File: src/rtl/command_process_if.sv
// rtl/command_process_if.sv - command word and PID register bus for command_process
//
// Purpose: groups the host command input and the four registered PID
// parameter outputs into one bundle.
// Signals:
//   COMMAND      [15:0] host command, [15:14] opcode, [13:0] value
//   SETPOINT     [13:0] registered temperature setpoint
//   PROPORTIONAL [13:0] registered Kp
//   INTEGRAL     [13:0] registered Ki
//   DERIVATIVE   [13:0] registered Kd
//   CLAMPED             registered clamp flag (only with CMD_CLAMP_FLAG_EN)
// Modports: master drives COMMAND (host side), slave is the decoder.
interface command_process_if;
  logic [15:0] COMMAND;
  logic [13:0] SETPOINT;
  logic [13:0] PROPORTIONAL;
  logic [13:0] INTEGRAL;
  logic [13:0] DERIVATIVE;
`ifdef CMD_CLAMP_FLAG_EN
  logic        CLAMPED;

  modport master (output COMMAND,
                  input  SETPOINT, PROPORTIONAL, INTEGRAL, DERIVATIVE, CLAMPED);
  modport slave  (input  COMMAND,
                  output SETPOINT, PROPORTIONAL, INTEGRAL, DERIVATIVE, CLAMPED);
`else
  modport master (output COMMAND,
                  input  SETPOINT, PROPORTIONAL, INTEGRAL, DERIVATIVE);
  modport slave  (input  COMMAND,
                  output SETPOINT, PROPORTIONAL, INTEGRAL, DERIVATIVE);
`endif
endinterface

File: src/rtl/command_process.sv
// rtl/command_process.sv - host command decoder for the water-heater PID registers
//
// Purpose: decodes a 16-bit command word into four 14-bit registers
// (setpoint, Kp, Ki, Kd). Setpoint writes are clamped to [SP_MIN, SP_MAX].
// All outputs are registered; a command sampled on one rising edge is
// visible right after that edge.
// Ports:
//   CLK  clock, rising edge
//   RST  synchronous reset, active-high, priority over the command
//   bus  command_process_if.slave (COMMAND in, register values out)
// Optional feature: define CMD_CLAMP_FLAG_EN to add bus.CLAMPED, high for
// the cycle following a setpoint write whose value had to be clamped.
module command_process #(
  parameter logic [13:0] SP_MIN = 14'h0DC0,
  parameter logic [13:0] SP_MAX = 14'h3200,
  parameter logic [13:0] KP_RST = 14'h0000,
  parameter logic [13:0] KI_RST = 14'h0000,
  parameter logic [13:0] KD_RST = 14'h0000
) (
  input  logic               CLK,
  input  logic               RST,
  command_process_if.slave   bus
);

  typedef enum logic [1:0] {
    OP_SETPOINT = 2'b00,
    OP_KP       = 2'b01,
    OP_KI       = 2'b10,
    OP_KD       = 2'b11
  } opcode_t;

  opcode_t     opcode;
  logic [13:0] value;
  logic        is_nop;
  logic        too_low;
  logic        too_high;
  logic [13:0] sp_clamped;

  logic [13:0] setpoint_q, setpoint_d;
  logic [13:0] kp_q, kp_d;
  logic [13:0] ki_q, ki_d;
  logic [13:0] kd_q, kd_d;
`ifdef CMD_CLAMP_FLAG_EN
  logic        clamped_q, clamped_d;
`endif

  assign opcode   = opcode_t'(bus.COMMAND[15:14]);
  assign value    = bus.COMMAND[13:0];
  // All-zero is the idle bus value, not a setpoint write of zero.
  assign is_nop   = (bus.COMMAND == 16'h0000);
  assign too_low  = (value < SP_MIN);
  assign too_high = (value > SP_MAX);

  always_comb begin
    sp_clamped = value;
    if (too_low) begin
      sp_clamped = SP_MIN;
    end else if (too_high) begin
      sp_clamped = SP_MAX;
    end
  end

  always_comb begin
    setpoint_d = setpoint_q;
    kp_d       = kp_q;
    ki_d       = ki_q;
    kd_d       = kd_q;
`ifdef CMD_CLAMP_FLAG_EN
    clamped_d  = 1'b0;
`endif
    if (!is_nop) begin
      unique case (opcode)
        OP_SETPOINT: begin
          setpoint_d = sp_clamped;
`ifdef CMD_CLAMP_FLAG_EN
          clamped_d  = too_low | too_high;
`endif
        end
        OP_KP:   kp_d = value;
        OP_KI:   ki_d = value;
        OP_KD:   kd_d = value;
        default: ;
      endcase
    end
  end

  always_ff @(posedge CLK) begin
    if (RST) begin
      setpoint_q <= SP_MIN;
      kp_q       <= KP_RST;
      ki_q       <= KI_RST;
      kd_q       <= KD_RST;
`ifdef CMD_CLAMP_FLAG_EN
      clamped_q  <= 1'b0;
`endif
    end else begin
      setpoint_q <= setpoint_d;
      kp_q       <= kp_d;
      ki_q       <= ki_d;
      kd_q       <= kd_d;
`ifdef CMD_CLAMP_FLAG_EN
      clamped_q  <= clamped_d;
`endif
    end
  end

  assign bus.SETPOINT     = setpoint_q;
  assign bus.PROPORTIONAL = kp_q;
  assign bus.INTEGRAL     = ki_q;
  assign bus.DERIVATIVE   = kd_q;
`ifdef CMD_CLAMP_FLAG_EN
  assign bus.CLAMPED      = clamped_q;
`endif

endmodule

File: src/flat_wrapper.sv
// flat-port wrapper written by rule: the top's interface ports become plain ports
module command_process_flat 
#(
  parameter logic [13:0] SP_MIN = 14'h0DC0,
  parameter logic [13:0] SP_MAX = 14'h3200,
  parameter logic [13:0] KP_RST = 14'h0000,
  parameter logic [13:0] KI_RST = 14'h0000,
  parameter logic [13:0] KD_RST = 14'h0000
)
  (CLK, RST, bus_COMMAND, bus_SETPOINT, bus_PROPORTIONAL, bus_INTEGRAL, bus_DERIVATIVE);
  command_process_if bus_i ();
  input  logic CLK;
  input  logic RST;
  input wire logic [$bits(bus_i.COMMAND)-1:0] bus_COMMAND;
  output wire logic [$bits(bus_i.SETPOINT)-1:0] bus_SETPOINT;
  output wire logic [$bits(bus_i.PROPORTIONAL)-1:0] bus_PROPORTIONAL;
  output wire logic [$bits(bus_i.INTEGRAL)-1:0] bus_INTEGRAL;
  output wire logic [$bits(bus_i.DERIVATIVE)-1:0] bus_DERIVATIVE;
  assign bus_i.COMMAND = bus_COMMAND;
  assign bus_SETPOINT = bus_i.SETPOINT;
  assign bus_PROPORTIONAL = bus_i.PROPORTIONAL;
  assign bus_INTEGRAL = bus_i.INTEGRAL;
  assign bus_DERIVATIVE = bus_i.DERIVATIVE;
  command_process #(.SP_MIN(SP_MIN), .SP_MAX(SP_MAX), .KP_RST(KP_RST), .KI_RST(KI_RST), .KD_RST(KD_RST)) u_core (.CLK(CLK), .RST(RST), .bus(bus_i));
endmodule
File: config.mk
export PLATFORM = sky130hd
export DESIGN_NAME = command_process_flat
export DESIGN_NICKNAME = d
export VERILOG_FILES = /design/src/rtl/command_process_if.sv /design/src/rtl/command_process.sv /design/src/flat_wrapper.sv
export SDC_FILE = /design/constraint.sdc
export NUM_CORES = 1
export LEC_CHECK = 0
export CAP_MARGIN = 15
export CORE_ASPECT_RATIO = 0.7
export CORE_UTILIZATION = 40
export DETAILED_ROUTE_END_ITERATION = 10
export GPL_TIMING_DRIVEN = 0
export PLACE_DENSITY = 0.75
export SYNTH_ARGS = -nofsm -noshare
export SYNTH_HDL_FRONTEND = slang
export SYNTH_SLANG_ARGS = --single-unit
File: constraint.sdc
create_clock -name CLK -period 1.4 [get_ports CLK]
set_clock_uncertainty 0.05 [all_clocks]
set_input_delay 0.42 -clock CLK [delete_from_list [all_inputs] [get_ports CLK]]
set_output_delay 0.42 -clock CLK [all_outputs]
set_load 0.02 [all_outputs]
==> reports/results.txt, run 1 <==
Skew-Pair Late Insertion Delay: 0.30 ns
Clock tree from TritonCTS: done
Io pins: 74
I/O Buffers: 72
Peak fanout along the critical path: 8
Final Non-Filler Cells: 417
Cell taking the most area after synthesis: dfxtp_1
CTS Buffer Depth: 2
Clock network power share: 28.9%
RR Startpoint: u_core.bus.SETPOINT[0]
Power Density: 1070 mW/mm2
Register bit total from synthesis: 56
Number of flops mapped to enable cells by yosys: 0
Initial Util: 43.4%
Combinational fraction of design power: 16.7%
Core ar.: 0.00497 mm2
Tot GR Track Use: 23.0%
Root Buffer: clkbuf_8
Routed WL per cell: 15.3 um
FP Rows: 21
Vias in the first global route: 2,038
Mapped Cells: 265
Die Ht: 63.4 um
Setup violators final: 0
Vias per cell: 5.23
H-tree depth: 2
Avg Cell Area, Syn: 8.14 um2
Synth Flop Type: dfxtp_1
CP Capture Type: flip-flop
Full die area: 0.00570 mm2
Most frequent cells after synthesis: nand2_1 (90), dfxtp_1 (56), a21oi_1 (50), clkbuf_1 (10), nor2_1 (7)
Placed inst area: 0.00299 mm2
Psw: 0.894 mW
Status: finished, final reports clean
Min setup slack post-route: 0.0207 ns
Synthesized area: 0.00216 mm2
Ys Warns: 0
Hold_ws: 0.328 ns
Share of the synthesized area in the top cell type: 52.0%
Hold EP: u_core.bus.DERIVATIVE[3]
First-pass GRT wire length: 10.2 mm
RR Endpoint: u_core.bus.SETPOINT[0]
Final Hold Vio Count: 0
Hold Buf Count CTS: 0
Syn Nets: 283
Routed Antenna Nets: 0
Hold Path Origin: bus_COMMAND[3]
CP Class: in2reg
Max Clk Rate: 0.725 GHz
Largest net degree at the start of global routing: 17
# DRC: 0
Final Instance Area: 0.00292 mm2
Switching share of total power: 28.6%
Share of post-route cells with drive strength above 1: 32.5%
Worst min path class: in2reg
Hold depth: 3
Critical path data arrival time: 1.52 ns
Net count, final: 365
Hpwl dp: 4.46 mm
Placed Cells: 406
TNS Setup: 0 ns
Tot Pwr: 3.13 mW
Synth top area cells: dfxtp_1 (52%), nand2_1 (16%), a21oi_1 (12%)
DRT Pass-1 Iters: 4
Distinct cells, synth: 28
GPL Wtd Cong: 0.818
Reg-to-reg slack, setup: 0.63 ns
Sequential-to-total area share from yosys stat: 52.0%
Type of origin of the critical path: primary input
Pleak: 1.19 nW
Max rail drop VDD: 0.574 mV
Period utilisation layout: 98.5%
Post-Place Setup Slack: -0.920 ns
Max Slew Vio Count: 0
R2R depth: 2
Area grow syn2layout: 35.2%
Vias: 2,179
Worst-path clk slew: 0.10 ns
Worst relative slew slack: 62.9%
Final min period: 1.38 ns
Synth async-reset ratio: 0%
Sink Count: 56
Internal power: 2.24 mW
Worst slew pin tran: 0.556 ns
Req. time, crit path: 1.54 ns
Num CTS Buffers: 5
Iteration-0 DRC count of the detailed router: 119
Cell with the most instances after synthesis: nand2_1
Die width: 89.8 um
Aggregate global routing overflow: 0
Inserted Diodes: 0
Max Cap Viol: 0
Seq pwr share: 54.4%
Fin util: 58.7%
Initial antenna violation count: 0
Final Routed Wirelength: 6.39 mm
## power groups by stage
stage	Combinational, mW	Clock (mW)	Sequential (mW)
3_5_place_dp	0.564	0	1.74
2_1_floorplan	0.181	0	1.83
3_3_place_gp	0.558	0	1.74
6_report	0.524	0.903	1.70
4_1_cts	0.538	0.911	1.71
5_1_grt	0.567	0.987	1.71
## logic make-up (layout without fill, tap and decap cells)
| kind of cell | after synthesis | count (layout) | share of synthesized area (%) |
|---|---|---|---|
| flops | 56 | 56 | 52.0 |
| compound gates | 69 | 69 | 18.3 |
| simple gates | 121 | 121 | 26.2 |
| buf+inv | 19 | 102 | 3.48 |
## worst max-delay path by stage
stage	startpoint	end	slack, ns	cells past startpoint
floorplan	bus_COMMAND[3]	u_core.bus.SETPOINT[0]	-0.002	4
global placement	bus_COMMAND[7]	u_core.bus.SETPOINT[3]	-0.88	5
detailed placement	bus_COMMAND[3]	u_core.bus.SETPOINT[4]	-0.92	5
CTS	u_core.bus.SETPOINT[9]	bus_SETPOINT[9]	0.0003	1
global route	bus_COMMAND[4]	u_core.bus.SETPOINT[4]	-0.01	7
finish	bus_COMMAND[4]	u_core.bus.SETPOINT[4]	0.02	7
## sequential cells by signal (all words and copies together), names as in the netlist
| register | cells |
|---|---|
| u_core.bus.DERIVATIVE | 14 |
| u_core.bus.SETPOINT | 14 |
| u_core.bus.INTEGRAL | 14 |
| u_core.bus.PROPORTIONAL | 14 |
## critical path: stages
cell      delay [ns]
buf_4           0.15
nor4_4          0.28
buf_4           0.17
nand4_1         0.11
buf_6           0.17
nand4b_1        0.13
o32ai_2         0.09
## routing by layer
layer  vias to the layer above  wire [um]  global-route usage [%]
li1                       1071          -                       -
met4                         0         51                    4.30
met1                      1007       2930                    32.3
met5                         -          0                       0
met2                        94       2910                    36.2
met3                         7        499                    5.56
## final cells by class
cell class                      instances  area [um2]
Clock buffer                            6        82.6
Fill cell                             480        2050
Sequential cell                        56        1120
Inverter                                6        22.5
Clock inverter                          2        10.0
Tap cell                               69        86.3
Multi-Input combinational cell        190        1100
Timing Repair Buffer                   75         433
Buffer                                 13        57.6
## timing repair
action                                  CTS  global route
resized for setup                       245            84
cloned                                    0             0
pin swaps                                 5             8
endpoints found under the setup margin  106            84
setup buffers                             3             0
## layout by cell type (no fill, tap or decap)
cell / netlist / routed
a31oi_1: 1 / 1
and4_4: 1 / 2
nand2_2: 0 / 1
o21ai_4: 0 / 1
dfxtp_1: 56 / 56
o32ai_2: 0 / 6
inv_1: 6 / 6
clkinv_2: 0 / 2
nor2_4: 0 / 2
nor3_4: 0 / 1
or2_4: 0 / 1
nand4_1: 2 / 2
and2_1: 1 / 2
clkbuf_2: 0 / 5
clkbuf_1: 10 / 6
clkbuf_8: 0 / 6
buf_4: 0 / 3
nor2_1: 7 / 5
nand2b_1: 3 / 2
buf_6: 0 / 2
buf_2: 3 / 66
a22oi_1: 5 / 5
o311ai_4: 0 / 1
nor4b_2: 0 / 1
nand4b_1: 6 / 6
nand2b_2: 0 / 1
o21a_1: 1 / 1
nand2_1: 90 / 89
o21ai_0: 4 / 4
clkdlybuf4s15_2: 0 / 6
nor2_2: 1 / 1
nor2b_4: 0 / 2
nor4_4: 1 / 3
a21oi_1: 50 / 50
No activity file was read; power rests on OpenSTA's default activity.
==> inputs of run 2 (changes only) <==
- CAP_MARGIN: 15 -> 20
- SETUP_SLACK_MARGIN: unset -> 0.2
==> run 2 against run 1 <==
  * Core utilization increased by 12 points
  * Clock power decreased by 11%
  * Critical endpoint unchanged
  * Critical path type unchanged
  * Flip-flop and latch count unchanged
  * Combinational power increased by 30%
==> reports/results.txt, run 2 (same netlist as run 1, synthesis figures left out) <==
RR Startpoint: u_core.bus.SETPOINT[1]
Placed inst area: 0.00299 mm2
Net count, final: 382
Initial antenna violation count: 0
Vias in the first global route: 2,131
CP Capture Type: flip-flop
Clock tree from TritonCTS: done
Max Cap Viol: 0
Area of the multi-input gates: 0.00111 mm2
Final Routed Wirelength: 7.02 mm
Pleak: 1.40 nW
Hold EP: u_core.bus.INTEGRAL[8]
Most frequent cells in the layout: nand2_1 (89), buf_6 (61), dfxtp_2 (56)
Critical path data arrival time: 1.45 ns
Die width: 89.8 um
GPL Wtd Cong: 0.817
Worst relative slew slack: 69.7%
H-tree depth: 2
Hold depth: 3
Tot Pwr: 3.22 mW
RSZ-0062 raised after global routing: yes
Reg-to-reg slack, setup: 0.53 ns
Tot GR Track Use: 24.2%
Num CTS Buffers: 5
Hold Buf Count CTS: 0
Worst min path class: in2reg
Largest net degree at the start of global routing: 15
Final Instance Area: 0.00351 mm2
Hold_ws: 0.317 ns
Type of origin of the critical path: primary input
R2R depth: 3
Io pins: 74
Initial Util: 43.4%
Sink Count: 56
Max rail drop VDD: 0.462 mV
Hpwl dp: 4.41 mm
Routed WL per cell: 16.3 um
Iteration-0 DRC count of the detailed router: 229
Skew-Pair Late Insertion Delay: 0.30 ns
Max Clk Rate: 0.779 GHz
Placed Cells: 406
Share of post-route cells with drive strength above 1: 52.2%
CTS Buffer Depth: 2
Req. time, crit path: 1.57 ns
Root Buffer: clkbuf_8
FP Rows: 21
Full die area: 0.00570 mm2
Vias per cell: 5.40
Setup violators final: 0
Aggregate global routing overflow: 0
Inserted Diodes: 0
Final Hold Vio Count: 0
CP Class: in2reg
Worst-path clk slew: 0.09 ns
Die Ht: 63.4 um
Final min period: 1.28 ns
RR Endpoint: u_core.bus.SETPOINT[1]
Period utilisation layout: 91.7%
Max Slew Vio Count: 0
Most common cell after layout, fill and taps aside: nand2_1
Worst slew pin tran: 0.454 ns
Final Non-Filler Cells: 431
I/O Buffers: 72
Routed Antenna Nets: 0
Fill count: 393
Vias: 2,327
DRT Pass-1 Iters: 4
Hold Path Origin: bus_COMMAND[8]
Status: finished, final reports clean
Area grow syn2layout: 62.9%
# DRC: 0
First-pass GRT wire length: 10.7 mm
Power Density: 915 mW/mm2
Peak fanout along the critical path: 6
Core ar.: 0.00497 mm2
FF/Latch Area: 0.00119 mm2
run 2: cell types whose count changed in the layout (fill, tap and decap cells not counted), sizes merged:
cell / change
buf: +24
clkbuf: -2
clkdlybuf4s15: -6
clkinv: -2
run 2: where the power goes:
group | switching [mW] | internal [mW]
Combinational | 0.369 | 0.312
Clock | 0.475 | 0.324
Sequential | 0.0554 | 1.68
run 2: stage by stage:
step,TNS [ns],setup slack (ns),util [%]
global placement,-31.40,-0.859,60.2
global route,0,0.0505,70.8
floorplan,-0.000553,-0.0000921,-
CTS,0,0.137,68.4
finish,0,0.116,70.8
detailed placement,-32.85,-0.910,60.2
run 2: how the worst max path moves through the flow:
stage	slack [ns]	from	cells past startpoint	to
3_3_place_gp	-0.86	bus_COMMAND[8]	5	u_core.bus.SETPOINT[3]
4_1_cts	0.14	bus_COMMAND[1]	6	u_core.bus.SETPOINT[12]
6_report	0.12	bus_COMMAND[1]	5	u_core.bus.SETPOINT[4]
5_1_grt	0.05	bus_COMMAND[10]	5	u_core.bus.SETPOINT[1]
3_5_place_dp	-0.91	bus_COMMAND[7]	5	u_core.bus.SETPOINT[4]
2_1_floorplan	-0.00009	bus_COMMAND[3]	4	u_core.bus.SETPOINT[0]
run 2: timing repair:
item / in CTS / in global routing
pin swaps: 10 / 8
endpoints found under the setup margin: 112 / 101
endpoints found under the hold margin: 0 / 0
gates resized for setup: 519 / 23
buffers inserted: 11 / 9
run 2: worst max-delay path: stages:
cell	delay, ns
buf_12	0.11
nor4_4	0.30
and4_4	0.33
nor2_4	0.08
o32ai_1	0.20
run 2: final cells by class:
type,count,area share [%]
sequential,56,33.9
multi-input combinational,190,31.5
timing repair buffer,92,27.4
tap,69,2.46
buffer,13,2.14
clock buffer,5,1.96
inverter,6,0.641
run 2: per-layer routing:
metal,part of all wire (%),vias up,track usage [%]
met4,0.85,0,7.99
met3,9.8,8,5.92
met1,42,1092,33.5
li1,-,1101,-
met2,47,126,36.7
met5,0,-,0
==> inputs of run 3 (changes only) <==
- ABC_AREA: unset -> 1
- CORE_UTILIZATION: 40 -> 45
- DONT_BUFFER_PORTS: unset -> 1
- HOLD_SLACK_MARGIN: unset -> 0.05
- PLACE_DENSITY: 0.75 -> unset
==> run 3 against run 2 <==
  * The flow now finishes with violations (DRC)
  * Total power rose by 3.7%
  * Sequential share of layout area rose by 16 points
  * Flip-flop and latch count did not move
  * Area after synthesis did not move
  * Clock power rose by 42%
  * Clock-buffer cell count rose by 2
  * Combinational power fell by 55%
  * First-iteration DRC count fell by 62%
  * Die area fell by 11%
  * Register-to-register slack improved by 0.09 ns
  * Non-clock buffer count fell by 90
  * Critical path type is now reg2out
  * Critical endpoint is now bus_DERIVATIVE[9]
  * Highest routed layer unchanged
==> reports/results.txt, run 3 <==
Iteration-0 DRC count of the detailed router: 87
I/O Buffers: 0
Worst relative slew slack: 71.6%
Num CTS Buffers: 5
Worst-path clk slew: 0.10 ns
Avg Cell Area, Syn: 7.39 um2
Max Cap Viol: 0
Final Hold Vio Count: 0
Synth Area in Adders: 0%
Largest family of logic cells by synthesized area: simple AND/OR/NAND/NOR gates
Vias in the first global route: 1,779
Distinct cells, synth: 17
Core ar.: 0.00448 mm2
Max Slew Vio Count: 0
Most frequent cells after synthesis: nor2_1 (85), dfxtp_1 (56), nand2_1 (46), o21ai_0 (43)
RR Endpoint: u_core.bus.SETPOINT[1]
Aggregate global routing overflow: 0
GPL Wtd Cong: 0.844
Die width: 84.8 um
Clock tree from TritonCTS: done
Sequential-to-total area share from yosys stat: 52.0%
Critical path data arrival time: 0.71 ns
Pleak: 1.05 nW
Internal power: 2.44 mW
Number of flops mapped to enable cells by yosys: 0
Synth top area cells: dfxtp_1 (52%), nor2_1 (15%), o21ai_0 (10%)
Cell taking the most area after synthesis: dfxtp_1
Fill count: 430
Reg-to-reg slack, setup: 0.62 ns
Register bit total from synthesis: 56
TNS Setup: 0 ns
CP Capture Type: primary output
Clock network power share: 34.2%
Largest net degree at the start of global routing: 17
Root Buffer: clkbuf_8
Share of post-route cells with drive strength above 1: 30.0%
Final min period: 1.18 ns
Full die area: 0.00508 mm2
Req. time, crit path: 0.93 ns
Ys Warns: 0
Max Clk Rate: 0.848 GHz
CP endpoint: bus_DERIVATIVE[9]
RSZ-0062 raised after global routing: no
Simple-gate share of the synthesized area: 25.8%
Peak fanout along the critical path: 2
R2R depth: 4
Synthesized area: 0.00216 mm2
Routed WL per cell: 16.2 um
Hold Buf Count CTS: 0
First-pass GRT wire length: 9.08 mm
Failing checks: DRC
H-tree depth: 2
Io pins: 74
Skew-Pair Late Insertion Delay: 0.30 ns
Power Density: 1300 mW/mm2
Most frequent cells in the layout: nor2_1 (81), nand2_1 (46), o21ai_0 (43)
CP Class: reg2out
Hold Path Origin: RST
Syn Nets: 310
Worst slew pin tran: 0.426 ns
FP Rows: 20
RR Startpoint: u_core.bus.SETPOINT[1]
Area grow syn2layout: 18.7%
Final Routed Wirelength: 5.75 mm
Die Ht: 59.9 um
Initial Util: 48.2%
Hpwl dp: 4.03 mm
Type of origin of the critical path: flip-flop
Setup Fix Bufs, Post-CTS: 0
Net count, final: 317
Psw: 0.898 mW
Mux share of post-synthesis cell area: 0%
DRT Pass-1 Iters: 10
Hold_ws: 0.150 ns
Mapped Cells: 292
Routed Antenna Nets: 0
Inserted Diodes: 0
Synth async-reset ratio: 0%
Period utilisation layout: 84.2%
Synth Flop Type: dfxtp_1
Worst min path class: in2reg
Vias: 1,880
Post-synthesis compound-gate area fraction: 16.1%
XOR/XNOR Fraction of Synth Area: 0%
Setup violators final: 0
Switching share of total power: 26.9%
Seq pwr share: 56.7%
Share of the synthesized area in the top cell type: 52.0%
# DRC: 1
Critical path depth: 0
Most common cell after layout, fill and taps aside: nor2_1
CTS Buffer Depth: 2
Tot GR Track Use: 24.1%
Cell with the most instances after synthesis: nor2_1
Initial antenna violation count: 0
Max rail drop VDD: 0.827 mV
Status: complete, but fails checks
CP startpoint: u_core.bus.DERIVATIVE[9]
Vias per cell: 5.30
Combinational fraction of design power: 9.1%
Sink Count: 56
[run 3: cell count changes in the layout (fill, tap and decap cells not counted), sizes merged, moves of 5 or more]
cell / change
a21oi: -31
o21ai: +40
o32ai: -6
nand2: -43
nor2: +79
buf: -88
inv: +8
nand4b: -6
nand3: +8
a22oi: -5
[run 3: how the worst min path moves through the flow]
stage | to | slack (ns) | cells past startpoint
2_1_floorplan | u_core.bus.SETPOINT[10] | 0.47 | 2
3_3_place_gp | u_core.bus.SETPOINT[6] | 0.47 | 2
3_5_place_dp | u_core.bus.SETPOINT[10] | 0.47 | 2
4_1_cts | u_core.bus.SETPOINT[10] | 0.15 | 2
5_1_grt | u_core.bus.SETPOINT[10] | 0.15 | 2
6_report | u_core.bus.SETPOINT[10] | 0.15 | 2
[run 3: metal layers]
layer | vias to the layer above | track usage [%] | wire length (um)
met2 | 64 | 36.7 | 2430
li1 | 947 | - | -
met5 | - | 0 | 0
met3 | 5 | 9.25 | 558
met4 | 0 | 6.30 | 42
met1 | 864 | 32.4 | 2710
[run 3: worst reg2reg max path: cells and delay by family, from the launching register on]
family,cells,cell delay [ns]
flip-flops,1,0.40
AND/OR/NAND/NOR,2,0.10
AO/OA/AOI/OAI,1,0.10
buffers and inverters,1,0.06
[run 3: cell type report]
type | instances | area, um2 | area share, %
sequential | 56 | 1280 | 50.0
multi-input combinational | 206 | 932 | 36.4
clock buffer | 7 | 96.3 | 3.76
buffer | 15 | 88.8 | 3.47
tap | 55 | 68.8 | 2.69
inverter | 15 | 62.6 | 2.44
clock inverter | 1 | 30.0 | 1.17
[run 3: cells by family after synthesis]
| family | count (synthesis) |
|---|---|
| buf+inv | 30 |
| compound gates | 64 |
| simple gates | 142 |
| flops | 56 |
[run 3: per-stage QoR]
| step | util, % | cells | power (mW) | setup slack [ns] | instance area [um2] |
|---|---|---|---|---|---|
| floorplan | - | 292 | 2.16 | 0.112 | 2190 |
| global placement | 50.4 | 347 | 2.23 | -0.0458 | 2260 |
| detailed placement | 50.4 | 347 | 2.24 | -0.0848 | 2260 |
| CTS | 54.8 | 355 | 3.39 | 0.204 | 2460 |
| global route | 57.2 | 355 | 3.48 | 0.199 | 2560 |
| finish | 57.2 | 355 | 3.34 | 0.221 | 2560 |
[run 3: power by group through the flow]
stage	Clock (mW)	Combinational, mW	Sequential [mW]
after detailed placement	0	0.299	1.94
after global routing	1.22	0.359	1.91
after floorplan	0	0.245	1.92
after global placement	0	0.293	1.94
final	1.14	0.305	1.89
after CTS	1.17	0.301	1.92
[run 3: what timing repair did]
action / in CTS / in global routing
gates cloned: 0 / 0
gates resized for setup: 56 / 41
setup endpoints to repair: 56 / 56
pin swaps: 0 / 2
endpoints found under the hold margin: 0 / 0
